<file path="config.mk">
export PLATFORM = sky130hd
export DESIGN_NAME = y86_pipe_ctrl
export DESIGN_NICKNAME = d
export VERILOG_FILES = /design/src/rtl/y86_pipe_ctrl.sv
export SDC_FILE = /design/constraint.sdc
export NUM_CORES = 1
export LEC_CHECK = 0
export CORE_UTILIZATION = 30
export DETAILED_ROUTE_END_ITERATION = 16
export PLACE_DENSITY = 0.51
export SLEW_MARGIN = 20
export SYNTH_ARGS = -nofsm -noshare
export SYNTH_HDL_FRONTEND = slang
export SYNTH_SLANG_ARGS = --single-unit
</file>
<file path="constraint.sdc">
create_clock -name clk -period 4.65 [get_ports clk]
set_input_delay 0.93 -clock clk [delete_from_list [all_inputs] [get_ports clk]]
set_output_delay 0.93 -clock clk [all_outputs]
set_load 0.01 [all_outputs]
</file>
<file path="src/rtl/y86_pipe_ctrl.sv">
// Pipeline control and status unit for the five-stage Y86-64 core: hazard stall/bubble
// generation, the RUN/HALT/FAULT run-state machine, a cycle watchdog and saturating counters.
module y86_pipe_ctrl #(
  parameter int         CNT_W    = 64,
  parameter int         MAX_CYC  = 4096,
  parameter logic [3:0] STAT_TMO = 4'h5
) (
  input  logic             clk,
  input  logic             rst_n,
  input  logic [3:0]       D_icode,
  input  logic [3:0]       d_srcA,
  input  logic [3:0]       d_srcB,
  input  logic [3:0]       E_icode,
  input  logic [3:0]       E_dstM,
  input  logic             e_Cnd,
  input  logic [3:0]       M_icode,
  input  logic [3:0]       m_stat,
  input  logic [3:0]       W_stat,
  input  logic             W_valid,
  output logic             F_stall,
  output logic             D_stall,
  output logic             D_bubble,
  output logic             E_bubble,
  output logic             M_bubble,
  output logic             W_stall,
  output logic             set_cc,
  output logic [1:0]       run_state,
  output logic [3:0]       proc_stat,
  output logic             done,
  output logic [CNT_W-1:0] cycle_cnt,
  output logic [CNT_W-1:0] instr_cnt,
  output logic [CNT_W-1:0] stall_cnt,
  output logic [CNT_W-1:0] mispred_cnt
);

  localparam logic [3:0] I_JXX    = 4'h7;
  localparam logic [3:0] I_OPQ    = 4'h6;
  localparam logic [3:0] I_MRMOVQ = 4'h5;
  localparam logic [3:0] I_RET    = 4'h9;
  localparam logic [3:0] I_POPQ   = 4'hB;
  localparam logic [3:0] REG_NONE = 4'hF;
  localparam logic [3:0] S_AOK    = 4'h1;
  localparam logic [3:0] S_HLT    = 4'h2;
  localparam logic [3:0] S_ADR    = 4'h3;
  localparam logic [3:0] S_INS    = 4'h4;

  localparam bit               WD_EN   = (MAX_CYC != 0);
  localparam logic [CNT_W-1:0] WD_LAST = CNT_W'(MAX_CYC - 1);

  typedef enum logic [1:0] {
    ST_RUN   = 2'd0,
    ST_HALT  = 2'd1,
    ST_FAULT = 2'd2
  } run_state_t;

  run_state_t       state_q, state_d;
  logic [3:0]       stat_q, stat_d;
  logic [CNT_W-1:0] cyc_q, ins_q, stl_q, mp_q;

  logic lu, ret_h, mp, exc, is_run, retire;

  assign lu = ((E_icode == I_MRMOVQ) || (E_icode == I_POPQ)) && (E_dstM != REG_NONE) &&
              ((E_dstM == d_srcA) || (E_dstM == d_srcB));
  assign ret_h  = (D_icode == I_RET) || (E_icode == I_RET) || (M_icode == I_RET);
  assign mp     = (E_icode == I_JXX) && !e_Cnd;
  assign exc    = (m_stat != S_AOK) || (W_stat != S_AOK);
  assign is_run = (state_q == ST_RUN);
  assign retire = W_valid && (W_stat == S_AOK);

  // Once stopped the pipe is frozen with nops behind the stalled stages.
  always_comb begin
    F_stall  = 1'b1;
    D_stall  = 1'b1;
    D_bubble = 1'b0;
    E_bubble = 1'b1;
    M_bubble = 1'b1;
    W_stall  = 1'b1;
    set_cc   = 1'b0;
    if (is_run) begin
      F_stall  = lu | ret_h;
      D_stall  = lu;
      D_bubble = mp | (ret_h & ~lu);
      E_bubble = mp | lu;
      M_bubble = exc;
      W_stall  = (W_stat != S_AOK);
      set_cc   = (E_icode == I_OPQ) && !exc;
    end
  end

  // A retiring halt/fault outranks a watchdog expiry in the same cycle.
  always_comb begin
    state_d = state_q;
    stat_d  = stat_q;
    if (is_run) begin
      if (W_valid && (W_stat != S_AOK)) begin
        case (W_stat)
          S_HLT: begin
            state_d = ST_HALT;
            stat_d  = S_HLT;
          end
          S_ADR, S_INS: begin
            state_d = ST_FAULT;
            stat_d  = W_stat;
          end
          default: begin
            state_d = ST_FAULT;
            stat_d  = S_INS;
          end
        endcase
      end else if (WD_EN && (cyc_q == WD_LAST)) begin
        state_d = ST_FAULT;
        stat_d  = STAT_TMO;
      end
    end
  end

  function automatic logic [CNT_W-1:0] sat_inc(input logic [CNT_W-1:0] v, input logic en);
    return (en && (v != '1)) ? v + CNT_W'(1) : v;
  endfunction

  always_ff @(posedge clk) begin
    if (!rst_n) begin
      state_q <= ST_RUN;
      stat_q  <= S_AOK;
      cyc_q   <= '0;
      ins_q   <= '0;
      stl_q   <= '0;
      mp_q    <= '0;
    end else begin
      state_q <= state_d;
      stat_q  <= stat_d;
      if (is_run) begin
        cyc_q <= sat_inc(cyc_q, 1'b1);
        ins_q <= sat_inc(ins_q, retire);
        stl_q <= sat_inc(stl_q, lu);
        mp_q  <= sat_inc(mp_q, mp);
      end
    end
  end

  assign run_state   = state_q;
  assign proc_stat   = stat_q;
  assign done        = (state_q != ST_RUN);
  assign cycle_cnt   = cyc_q;
  assign instr_cnt   = ins_q;
  assign stall_cnt   = stl_q;
  assign mispred_cnt = mp_q;

endmodule

</file>
==> results.md, run 1 <==
- Total GRT Usage: approximately a fifth
- Detailed Route WL: 45,300 µm
- Slew @ Worst Pin: ~0.95 ns
- Post_cts resized: 0
- Worst skew pair latency: 0.53 ns
- # DRC: 0
- Worst setup endpoint: E_bubble
- TritonCTS Sinks: 262
- Largest net degree at the start of global routing: 100
- Post-Route Skew: 0.00917 ns
- Starting Density: 30.5%
- Total core area: approximately 44,000 µm²
- Cell total after placement: between 2k and 3k
- CP max FO: 4
- Synth Area in Adders: 0.370%
- Fin crit share: 87.8%
- Largest family of logic cells by synthesized area: simple AND/OR/NAND/NOR gates
- Run status: finished clean
- DR vias/cell: 5.40
- Slowest-stage cell, CP: clkdlybuf4s50_1
- Io pins: ~310
- Post-DP HPWL: 31,900 µm
- Number of flops mapped to enable cells by yosys: 0
- Root Driver: clkbuf_16
- Cell repeated most along the worst path: clkdlybuf4s50_1
- Fin util: 41.2%
- Wire per inst: between 15 and 20 µm
- Antenna violations before repair: 6
- Largest area contributor in the netlist: dfxtp_1
- Clock H-tree levels: 2
- Count leader, synth: dfxtp_1
- Setup violators final: 0
- Synthesized area: between 10,000 and 15,000 µm²
- PD cells: 275 nW/µm²
- Hold WC Path Type: reg2reg
- Global route overflow: 0
- CTS Hold Bufs: 0
- Max-Cap Viols: 0
- Vias: 13.9k
- Initial drt markers: 918
- CTS max path bufs: 3
- Die Y: 214 µm
- Worst Setup Path Type: in2out
- Critical Path Source Type: input pin
- Synth top area cells: dfxtp_1 39%, a21oi_1 5.2%, nand2_1 4.3%
- R2R Path End: instr_cnt[59]
- PortBufs: between 300 and 400
- Crit. End Element: primary output
- Vias in the first global route: between 10k and 15k
- R2R setup slack: 1.55 ns
- CTS clk-pin slew, worst paths: 0.05 ns
- Unique masters post-synth: 61
- Post-CTS Setup Bufs: 0
- Final TNS setup: 0 ns
- Nets@finish: between 1.5k and 2k
- Min cycle time layout: 4.08 ns
- Number of synthesized register bits: 262
- Fin. Hold Viols: 0
- Simple-Gate Fraction of Synth Area: about 33%
- Max incr delay on CP: 0.61 ns
- R2r startpoint: instr_cnt[51]
- Die width: 214 µm
- CTS tree: yes
- Worst EP arrival: 3.15 ns
- Synth cell count leaders: 262 x dfxtp_1, 154 x nand2_1, 140 x a21oi_1
- Mux cell area share after synthesis: 2.44%
- RSZ-0062 raised after global routing: no
- Post-Layout Cell Count: 2,572
- Yosys synthesis warning count: 0
- P&R area growth vs syn: 35.0%
- Worst relative slew slack: 36.2%
- Synth Area per Inst: 8.09 µm²
- VDD IR max: roughly 0.15 mV
- Fmax: 245 MHz
- Placer Congestion: 0.807
- Rows: 77
- Compound-cell area share of the yosys netlist: 17.8%
- Synth Flop Type: dfxtp_1
- CP startpoint: E_dstM[0]
- Register-to-Register Path Depth: 6
- # fillers: approximately 4.5k
- Synth Area in XOR/XNOR: 4.14%
- Worst EP required: 3.72 ns
- Cells along the critical path: clkdlybuf4s50_1 -> xnor2_1 -> nand4_1 -> a21oi_1 -> nor2_1 -> o21ai_0 -> clkdlybuf4s50_1
- Final Slew Violations: 0
- Post-Syn Nets: about 1.7k
- Router iterations before antenna repair: 5
- Sequential area share after synthesis: approximately two fifths
- Synth top area share: 38.7%
- Post-synth ARST share: 0%
- Share of layout cells above drive strength 1: 5.01%
- TritonCTS Buffers: 34
- First-pass GRT wire length: between 70,000 and 80,000 µm
- Cell count after synthesis: 1,674
- LEAKAGE: 5.38 nW
- ANT nets after route: 0
- Die area: about 46,000 µm²
## logic make-up after synthesis
| group | Yosys count |
|---|---|
| adder cells (fa/ha/maj) | 4 |
| multiplexers | 33 |
| XOR/XNOR | 64 |
| buffers and inverters | 120 |
| AND/OR/NAND/NOR | 808 |
| flip-flops | 262 |
| AO/OA/AOI/OAI | 383 |
## per-stage QoR
stage	setup slack (ns)	power (mW)	hold WS (ns)	area, µm²
after floorplan	1.65	2.39	0.454	13500
after global placement	0.513	2.49	0.426	17200
after detailed placement	0.469	2.49	0.425	17200
after CTS	0.453	5.13	0.434	18300
after global routing	0.304	5.22	0.459	18300
final	0.566	5.03	0.430	18300
## routing by layer
layer  GRT usage (%)  up-vias  routed length (µm)
met5               0        -                  55
met4            5.24        8                 859
met3            5.53       59                3070
met2            30.4      300               20400
met1            25.1     6600               20900
li1                -     6921                   -
## worst max-delay path, delay by kind of cell
kind | cells | cell delay (ns)
simple gates | 2 | 0.44
xor+xnor | 1 | 0.14
buf+inv | 2 | 1.16
compound gates | 2 | 0.49
## layout by cell type (no fill, tap or decap), drive strengths merged, types with 3 or more instances in the layout
cell           instances
clkinv                 5
nand4                 76
o2111ai                9
o211ai                13
a211oi                15
nor4bb                 3
nand2                154
o41ai                  4
inv                   39
nor4b                  4
xor2                  18
clkbuf                52
nor2                 100
or4                   72
o21ai                 81
or2                    6
buf                   23
nor4                  66
clkdlybuf4s50        304
mux2i                 33
or3                   85
a21oi                140
and4                  18
o31ai                 67
o311ai                 5
dfxtp                262
nor3                  39
and2                  11
o21a                  29
nand2b                33
ha                     4
xnor2                 46
and3                  26
o31a                  12
nand3                109
## worst min-delay path by stage
stage                      start      endpoint  depth (start not counted)
floorplan           proc_stat[3]  proc_stat[3]                          2
global placement    proc_stat[3]  proc_stat[3]                          2
detailed placement  proc_stat[3]  proc_stat[3]                          2
CTS                 proc_stat[3]  proc_stat[3]                          2
global route        proc_stat[3]  proc_stat[3]                          2
finish              proc_stat[3]  proc_stat[3]                          2
## layout make-up
class / count / area [µm²] / share of cell area, %
Clock buffer: 52 / 1060 / 5.81
Timing Repair Buffer: 327 / 3220 / 17.6
Inverter: 39 / 151 / 0.828
Multi-Input combinational cell: 1292 / 7830 / 42.8
Tap cell: 592 / 741 / 4.05
Clock inverter: 6 / 32.5 / 0.178
Antenna cell: 2 / 5.00 / 0.0274
Sequential cell: 262 / 5250 / 28.7
## power breakdown
part	leakage [nW]	switching (mW)	internal, mW
logic	2.73	0.104	0.0716
registers	2.11	0.00895	2.25
clock network	0.541	1.03	1.57
total	5.38	1.14	3.89
## state kept, by name, summed over array words and instances (netlist names)
name and cells:
cycle_cnt 64, instr_cnt 64, mispred_cnt 64, stall_cnt 64, proc_stat 4, run_state 2
(Power assumes the default switching activity.)
==> run 2, diff against run 1 <==
--- a/config.mk
+++ b/config.mk
@@ -7,6 +7,7 @@
 export LEC_CHECK = 0
 export CORE_UTILIZATION = 30
 export DETAILED_ROUTE_END_ITERATION = 16
+export GPL_TIMING_DRIVEN = 1
 export PLACE_DENSITY = 0.51
 export SLEW_MARGIN = 20
 export SYNTH_ARGS = -nofsm -noshare
==> constraint.sdc (replaced) <==
create_clock -name clk -period 4.6 [get_ports clk]
set_input_delay 0.92 -clock clk [delete_from_list [all_inputs] [get_ports clk]]
set_output_delay 0.92 -clock clk [all_outputs]
set_load 0.01 [all_outputs]
==> run 2 against run 1 <==
  * Sequential share of layout area down 0.078 points
  * Routed wire length up 1.2%
  * Sequential power barely moved
  * Critical path depth did not move
  * Worst setup slack got worse by 0.086 ns
  * Clock skew increased by 0.00092 ns
  * Largest cell class unchanged
  * Largest power group unchanged
==> results.md, run 2 (same netlist as run 1, synthesis figures left out) <==
- Post-Layout Cell Count: 2,573 (+0.039%)
- P&R area growth vs syn: 35.4%
- Crit. End Element: primary output
- Min cycle time layout: 4.12 ns
- Final TNS setup: 0 ns (unchanged)
- Run status: finished clean
- First-pass GRT wire length: 73,200 µm (+1.6%)
- Die width: 214 µm (unchanged)
- Post-CTS Setup Bufs: 0 (unchanged)
- CTS max path bufs: 3 (unchanged)
- Antenna violations before repair: 4 (-2)
- Ant. Diodes: 0 (-2)
- Vias in the first global route: 13.0k (+0.90%)
- Critical Path Source Type: input pin
- Wire per inst: 17.8 µm (+1.2%)
- Worst EP arrival: 3.20 ns (+0.05 ns)
- Sw Pwr: 1.16 mW (+1.2%)
- PD cells: 283 nW/µm² (+2.8%)
- Global route overflow: 0 (unchanged)
- Worst Setup Path Type: in2out
- Worst setup margin: 0.480 ns (-0.0860 ns)
- Pre-CTS WS: 0.389 ns (-0.0804 ns)
- VDD IR max: 0.198 mV (+32%)
- Cell total after placement: 2,512 (unchanged)
- Final Slew Violations: 0 (unchanged)
- Hold WC Path Type: reg2reg
- Max-Cap Viols: 0 (unchanged)
- Combinational Power Share: 3.5% (about the same)
- Placer Congestion: 0.808 (about the same)
- Share of layout cells above drive strength 1: 5.00% (-0.0076 points)
- R2R Path End: cycle_cnt[55]
- PortBufs: 305 (unchanged)
- Fin crit share: 89.6%
- Total core area: 44,400 µm² (unchanged)
- DR vias/cell: 5.43 (+0.52%)
- Vias: 14.0k (+0.55%)
- RSZ-0062 raised after global routing: no
- LEAKAGE: 5.41 nW (+0.49%)
- Post-Route Skew: 0.0101 ns (+0.000924 ns)
- CTS clk-pin slew, worst paths: 0.06 ns (about the same)
- TritonCTS Sinks: 262 (unchanged)
- Most frequent cells in the layout: 304 x clkdlybuf4s50_1, 262 x dfxtp_1, 154 x nand2_1, 140 x a21oi_1, 109 x nand3_1
- Most common cell after layout, fill and taps aside: clkdlybuf4s50_1
- Int Power: 4.03 mW (+3.6%)
- Register-to-Register Path Depth: 6 (unchanged)
- Clock power frac: 52.5% (+0.9 points)
- CTS tree: yes
- Min-delay src: proc_stat[3]
- # fillers: 4,534 (+1.6%)
- Root Driver: clkbuf_16
- R2R setup slack: 1.48 ns (-0.07 ns)
- Nets@finish: 1,996 (unchanged)
- Fin. Hold Viols: 0 (unchanged)
- ANT nets after route: 0 (unchanged)
- Worst EP required: 3.68 ns (-0.04 ns)
- Fmax: 243 MHz
- Part of the power in registers: 44.1% (-0.8 points)
- R2r startpoint: cycle_cnt[36]
- Largest net degree at the start of global routing: 78 (-22%)
- Clock H-tree levels: 2 (unchanged)
- Detailed Route WL: 45,900 µm (+1.2%)
- Post_cts resized: 0 (unchanged)
- Io pins: 306 (unchanged)
- Router iterations before antenna repair: 5 (unchanged)
- Worst relative slew slack: 35.4% (-0.82 points)
- Setup violators final: 0 (unchanged)
- Worst skew pair latency: 0.53 ns (about the same)
- TritonCTS Buffers: 34 (unchanged)
- Starting Density: 30.5% (unchanged)
- CTS Hold Bufs: 0 (unchanged)
- Sw frac: 22.3% (-0.42 points)
- Hold EP: proc_stat[3]
- Post-DP HPWL: 32,200 µm (+1.0%)
- # DRC: 0 (unchanged)
- Initial drt markers: 797 (-13%)
- Die Y: 214 µm (unchanged)
- CP max FO: 4 (unchanged)
- Total GRT Usage: 19.5% (+0.35 points)
- Die area: 46,000 µm² (unchanged)
- Slew @ Worst Pin: 0.966 ns (+0.0123 ns)
- WHS Path Cells: 2 (unchanged)
- Rows: 77 (unchanged)
-- run 2: changes by cell type in the layout (fill, tap and decap cells not counted), sizes merged --
cell      before  now
clkbuf        52   57
diode          2    0
clkinvlp       1    0
clkinv         5    3
bufinv         0    1
-- run 2: worst max-delay path, stage by stage --
cell and delay, ns:
clkdlybuf4s50_1 0.53, xnor2_1 0.15, nand4_1 0.30, a21oi_1 0.36
nor2_1 0.14, o21ai_0 0.18, clkdlybuf4s50_1 0.60
-- run 2: per-layer routing --
metal	GRT usage (%)	vias to the layer above	wire length, µm
met5	0	-	59
met4	5.86	8	969
met3	4.91	68	2690
met2	31.0	293	20900
met1	25.7	6666	21300
li1	-	6930	-
-- run 2: through the flow --
stage | hold WS (ns) | util (%) | power [mW] | cell area [µm²]
2_1_floorplan | 0.454 | - | 2.42 | 13500
3_3_place_gp | 0.426 | 38.7 | 2.52 | 17200
3_5_place_dp | 0.426 | 38.7 | 2.52 | 17200
4_1_cts | 0.436 | 41.2 | 5.28 | 18300
5_1_grt | 0.472 | 41.3 | 5.38 | 18300
6_report | 0.436 | 41.3 | 5.19 | 18300
-- run 2: worst max-delay path by stage --
stage	endpoint	cells past startpoint	from
after global routing	E_bubble	7	E_dstM[0]
final	E_bubble	7	E_dstM[0]
after detailed placement	E_bubble	7	E_dstM[0]
after global placement	E_bubble	7	E_dstM[2]
after floorplan	set_cc	3	W_stat[1]
after CTS	E_bubble	7	E_dstM[0]
-- run 2: area by class of cell --
cell class,count,area [µm²],share of cell area [%]
multi-input combinational,1292,7820,42.7
sequential,262,5250,28.6
timing repair buffer,327,3230,17.6
clock buffer,57,1100,6.01
tap,592,741,4.04
inverter,39,151,0.826
clock inverter,4,45.0,0.246
-- run 2: power by group through the flow --
stage	Clock [mW]	Sequential (mW)	Combinational, mW
after detailed placement	0	2.33	0.184
after global routing	2.90	2.28	0.196
after global placement	0	2.33	0.181
after floorplan	0	2.34	0.0851
final	2.72	2.29	0.180
after CTS	2.81	2.28	0.184
==> RTL change 1 (config.mk and constraints of run 1) <==
The parameter `CNT_W` goes from 64 to 128.
--- a/src/rtl/y86_pipe_ctrl.sv
+++ b/src/rtl/y86_pipe_ctrl.sv
@@ -2,5 +2,5 @@
 // generation, the RUN/HALT/FAULT run-state machine, a cycle watchdog and saturating counters.
 module y86_pipe_ctrl #(
-  parameter int         CNT_W    = 64,
+  parameter int         CNT_W    = 128,
   parameter int         MAX_CYC  = 4096,
   parameter logic [3:0] STAT_TMO = 4'h5
Ports: changed (resized cycle_cnt, instr_cnt, mispred_cnt and stall_cnt); port bits go from 306 to 562. The function was not compared with the original's and may differ.
==> RTL change 1 against run 1 <==
  * Power up 94%
  * Global-route usage increased by 4.4 points
  * Setup slack worse by 34 ps
  * Synthesized area up 110%
  * Non-clock buffer count increased by 319
  * Final area increased by 110%
  * Sequential cell count up 256
  * Final cell count up 110%
  * Wire length grew to 2.6 times the old value
  * Critical endpoint is now D_bubble
==> RTL change 1: results (changes against run 1) <==
\begin{tabular}{lr}
\hline
Metric & Value \\
\hline
\multicolumn{2}{l}{\textbf{Run status}} \\
Outcome & finished, final reports clean \\
\multicolumn{2}{l}{\textbf{Place}} \\
Number of port buffers & 561 (+84\%) \\
Post-DP HPWL & 85.9 mm (+170\%) \\
Final RePlAce weighted congestion & 0.879 (+8.9\%) \\
Instance area after placement & 35500 um2 (+110\%) \\
Post-Place Cells & 5332 (+110\%) \\
\multicolumn{2}{l}{\textbf{Synthesis}} \\
Post-synth top cells & dfxtp\_1, nor2\_1, nand2\_1 \\
Compound-Gate Fraction of Synth Area & 0.0754 (-0.103) \\
Synth Area in Adders & 0.00177 (-0.00193) \\
Sequential fraction of the synthesis area & 0.366 (-0.0212) \\
Syn nets & 3650 (+110\%) \\
Post-synthesis register bit count & 518 (+98\%) \\
Leading post-synthesis cells by cell area & dfxtp\_1, nand4\_1, nor2\_1 \\
Mux contribution to synthesized area & 0.0237 (-0.000717) \\
\multicolumn{2}{l}{\textbf{Worst setup path}} \\
Slowest cell delay on critical path & 520 ps (-90 ps) \\
Crit path DAT & 3190 ps (+40 ps) \\
Length in cells of the worst reg-to-reg path & 9 (+3) \\
Worst setup path startpoint & E\_dstM[3] \\
Reg-to-reg slack, setup & 880 ps (-670 ps) \\
\multicolumn{2}{l}{\textbf{Final layout}} \\
N\_diodes & 0 (-2) \\
\# nets final & 4188 (+110\%) \\
Number of filler instances in the final layout & 9703 (+120\%) \\
Fraction of layout cells with a size suffix above 1 & 0.0556 (+0.00550) \\
Multi-input combinational cell count & 2858 (+120\%) \\
Seq. cell area & 10400 um2 (+98\%) \\
\multicolumn{2}{l}{\textbf{Timing}} \\
Actual transition at the worst max-transition pin & 899 ps (-54.8 ps) \\
\multicolumn{2}{l}{\textbf{GRT}} \\
Wire length of the first global-routing pass & 176 mm (+140\%) \\
Met2 Use GR & 0.393 (+0.0891) \\
Antenna violations before repair & 0 (-6) \\
Largest net degree at the start of global routing & 120 (+20\%) \\
Met3 Track Usage GR & 0.0506 (-0.00470) \\
GRT met1 Usage & 0.305 (+0.0540) \\
\multicolumn{2}{l}{\textbf{Detailed routing}} \\
Length of routed met3 wiring & 7.80 mm (+150\%) \\
Max Used Layer & met4 \\
Average routed wire per standard cell & 21.4 um (+21\%) \\
Met2 wire length & 55.3 mm (+170\%) \\
Number of search-and-repair iterations in the first detailed-routing pass & 7 (+2) \\
\multicolumn{2}{l}{\textbf{Clocking}} \\
H-tree depth & 3 (+1) \\
CTS buffer count & 68 (+100\%) \\
\multicolumn{2}{l}{\textbf{Power and ir drop}} \\
Peak VDD IR & 0.000199 V (+32\%) \\
Leakage power & 11.4 nW (+110\%) \\
\hline
\end{tabular}
-- RTL change 1: changes by cell type after synthesis, moves of 34 or more --
cell             run 1  this run
and3_1              26        81
and4_1              18        64
clkbuf_1            58       144
dfxtp_1            262       518
mux2i_1             33        67
nand2_1            154       340
nand2b_1            33        77
nand3_1            109       263
nand4_1             75       263
nor2_1             100       405
nor3_1              39       144
nor4_1              63       170
xnor2_1             46       150
xor2_1              18       131
-- RTL change 1: how the worst min path moves through the flow --
stage,cells past startpoint,slack (ps),endpoint,start
finish,2,460,proc_stat[0],proc_stat[0]
global route,1,490,proc_stat[3],proc_stat[3]
CTS,2,460,proc_stat[0],proc_stat[0]
detailed placement,2,460,proc_stat[0],proc_stat[0]
global placement,2,460,proc_stat[0],proc_stat[0]
floorplan,2,480,proc_stat[0],proc_stat[0]
-- RTL change 1: power breakdown --
group	internal, mW	total, mW	switching [mW]
sequential	4.45	4.45	0.00743
clock	2.93	5.05	2.12
combinational	0.0846	0.268	0.183
total	7.46	9.77	2.31
==> RTL change 2 (flow settings as in run 1) <==
Made on the original files. Reset style: asynchronous (`rst_n`), changed in one clocked block.
--- a/src/rtl/y86_pipe_ctrl.sv
+++ b/src/rtl/y86_pipe_ctrl.sv
@@ -119,5 +119,5 @@
   endfunction
 
-  always_ff @(posedge clk) begin
+  always_ff @(posedge clk or negedge rst_n) begin
     if (!rst_n) begin
       state_q <= ST_RUN;
Formal check against the unedited RTL: differs if rst_n is asserted again (counterexample within 4 cycles, from zero or initial values and one cycle with rst_n low); with rst_n held inactive, the same outputs for 10 cycles.
==> RTL change 2 against run 1 <==
  * Combinational power is 41% lower
  * Synthesized area fell by 1.1%
  * Count of clock-buffer cells in the layout did not move
  * Wire length decreased by 8.5%
  * Setup slack got worse by 340 ps
  * Final area barely moved
  * Power grew 0.77%
  * Sequential cell count unchanged
  * Highest routed layer is now met4
==> RTL change 2: results (changes against run 1) <==
\begin{tabular}{lr}
\hline
Metric & Value \\
\hline
\multicolumn{2}{l}{\textbf{Synthesis}} \\
Mapped Cells & 1325 (-21\%) \\
Post-synth top cells & dfrtp\_1, xor2\_1, nand2\_1 \\
Syn nets & 1365 (-20\%) \\
Sequential fraction of the synthesis area & 0.490 (+0.102) \\
Leading post-synthesis cells by cell area & dfrtp\_1, xor2\_1, xnor2\_1 \\
Fraction of synthesis flops using an asynchronous set or reset pin & 1.00 (+1.00) \\
Cell variety after synth & 67 (+9.8\%) \\
\multicolumn{2}{l}{\textbf{Worst setup path}} \\
Crit path DAT & 3500 ps (+350 ps) \\
Cell family with the largest share of critical-path delay & simple AND/OR/NAND/NOR gates \\
Slowest cell delay on critical path & 580 ps (-30 ps) \\
\multicolumn{2}{l}{\textbf{Run status}} \\
Outcome & finished, final reports clean \\
\multicolumn{2}{l}{\textbf{Power and ir drop}} \\
Internal Dissipation & 4.00 mW (+2.7\%) \\
Clock power share & 0.529 (+0.013) \\
Peak VDD IR & 0.000191 V (+27\%) \\
Sequential power share & 0.450 (about the same) \\
Leakage power & 7.92 nW (+47\%) \\
\multicolumn{2}{l}{\textbf{Hold path}} \\
Type of the worst min-delay path & input port to asynchronous set/reset pin \\
\multicolumn{2}{l}{\textbf{Detailed routing}} \\
Violation count after the first detailed-route iteration & 527 (-43\%) \\
Final Routed Wirelength & 41.5 mm (-8.5\%) \\
Max Used Layer & met4 \\
Length of routed met3 wiring & 2.77 mm (-9.7\%) \\
Average routed wire per standard cell & 18.3 um (+3.8\%) \\
Via total after detailed routing & 11300 (-18\%) \\
Met2 wire length & 18.8 mm (-8.3\%) \\
\multicolumn{2}{l}{\textbf{GRT}} \\
Global Route Usage Sum & 0.183 (-0.00777) \\
Antenna violations before repair & 1 (-5) \\
Met2 Use GR & 0.281 (-0.0229) \\
GRT met1 Usage & 0.251 (+0.000660) \\
Met3 Track Usage GR & 0.0475 (-0.00781) \\
Wire length of the first global-routing pass & 65.2 mm (-9.5\%) \\
Largest net degree at the start of global routing & 107 (+7.0\%) \\
\multicolumn{2}{l}{\textbf{Place}} \\
Final RePlAce weighted congestion & 0.846 (+4.9\%) \\
Post-Place Cells & 2209 (-12\%) \\
Post-DP HPWL & 30.6 mm (-3.9\%) \\
\multicolumn{2}{l}{\textbf{Final layout}} \\
Fraction of layout cells with a size suffix above 1 & 0.0663 (+0.0163) \\
Number of filler instances in the final layout & 4390 (-1.7\%) \\
\# nets final & 1693 (-15\%) \\
\multicolumn{2}{l}{\textbf{Timing}} \\
Actual transition at the worst max-transition pin & 1100 ps (+142 ps) \\
\hline
\end{tabular}
RTL change 2: metrics by stage:
stage / utilization / power [mW] / hold WS, ps / area [um2]
2_1_floorplan: - / 2.34 / 515 / 13400
3_3_place_gp: 0.389 / 2.43 / 478 / 17100
3_5_place_dp: 0.389 / 2.43 / 483 / 17100
4_1_cts: 0.414 / 5.17 / 485 / 18300
5_1_grt: 0.414 / 5.25 / 496 / 18300
6_report: 0.415 / 5.07 / 426 / 18300
RTL change 2: cells by family after synthesis:
kind of cell / after synthesis / share of synthesized area
xor gates and xnor gates: 257 / 0.168
and+or+nand+nor: 714 / 0.298
DFF: 262 / 0.490
AOI/OAI and AO/OA: 35 / 0.0199
muxes: 4 / 0.00318
buffers and inverters: 49 / 0.0178
adders and majority gates: 4 / 0.00374
RTL change 2: path summary, 6_finish.rpt:
check	from	endpoint	slack, ps	cells after the start
max in group asynchronous	rst_n	mispred_cnt[16]	3120	2
worst max-delay path	W_stat[0]	set_cc	220	6
worst min register to register	instr_cnt[12]	instr_cnt[12]	490	1
worst min-delay path	rst_n	instr_cnt[42]	430	1
min in group clk	instr_cnt[12]	instr_cnt[12]	490	1
worst max register to register	mispred_cnt[0]	mispred_cnt[35]	1480	8
RTL change 2: layout make-up:
class                   count  area [um2]  share of cell area
clock buffers              52        1060              0.0581
well taps                 592         741              0.0405
repair buffers            316        3150               0.172
flip-flops and latches    262        6560               0.359
multi-input cells        1014        6600               0.361
diodes                      2        5.00            0.000274
clock inverters             5        77.6             0.00424
inverters                  25        93.8             0.00513
RTL change 2: worst reg2reg max path, stage by stage (launching register included):
cell and delay, ps:
dfrtp_1 420, ha_1 190, nand3_1 200, or3_1 450, nor3_1 350, nor4b_4 810
buf_4 360, nor4_1 90, xor2_1 170
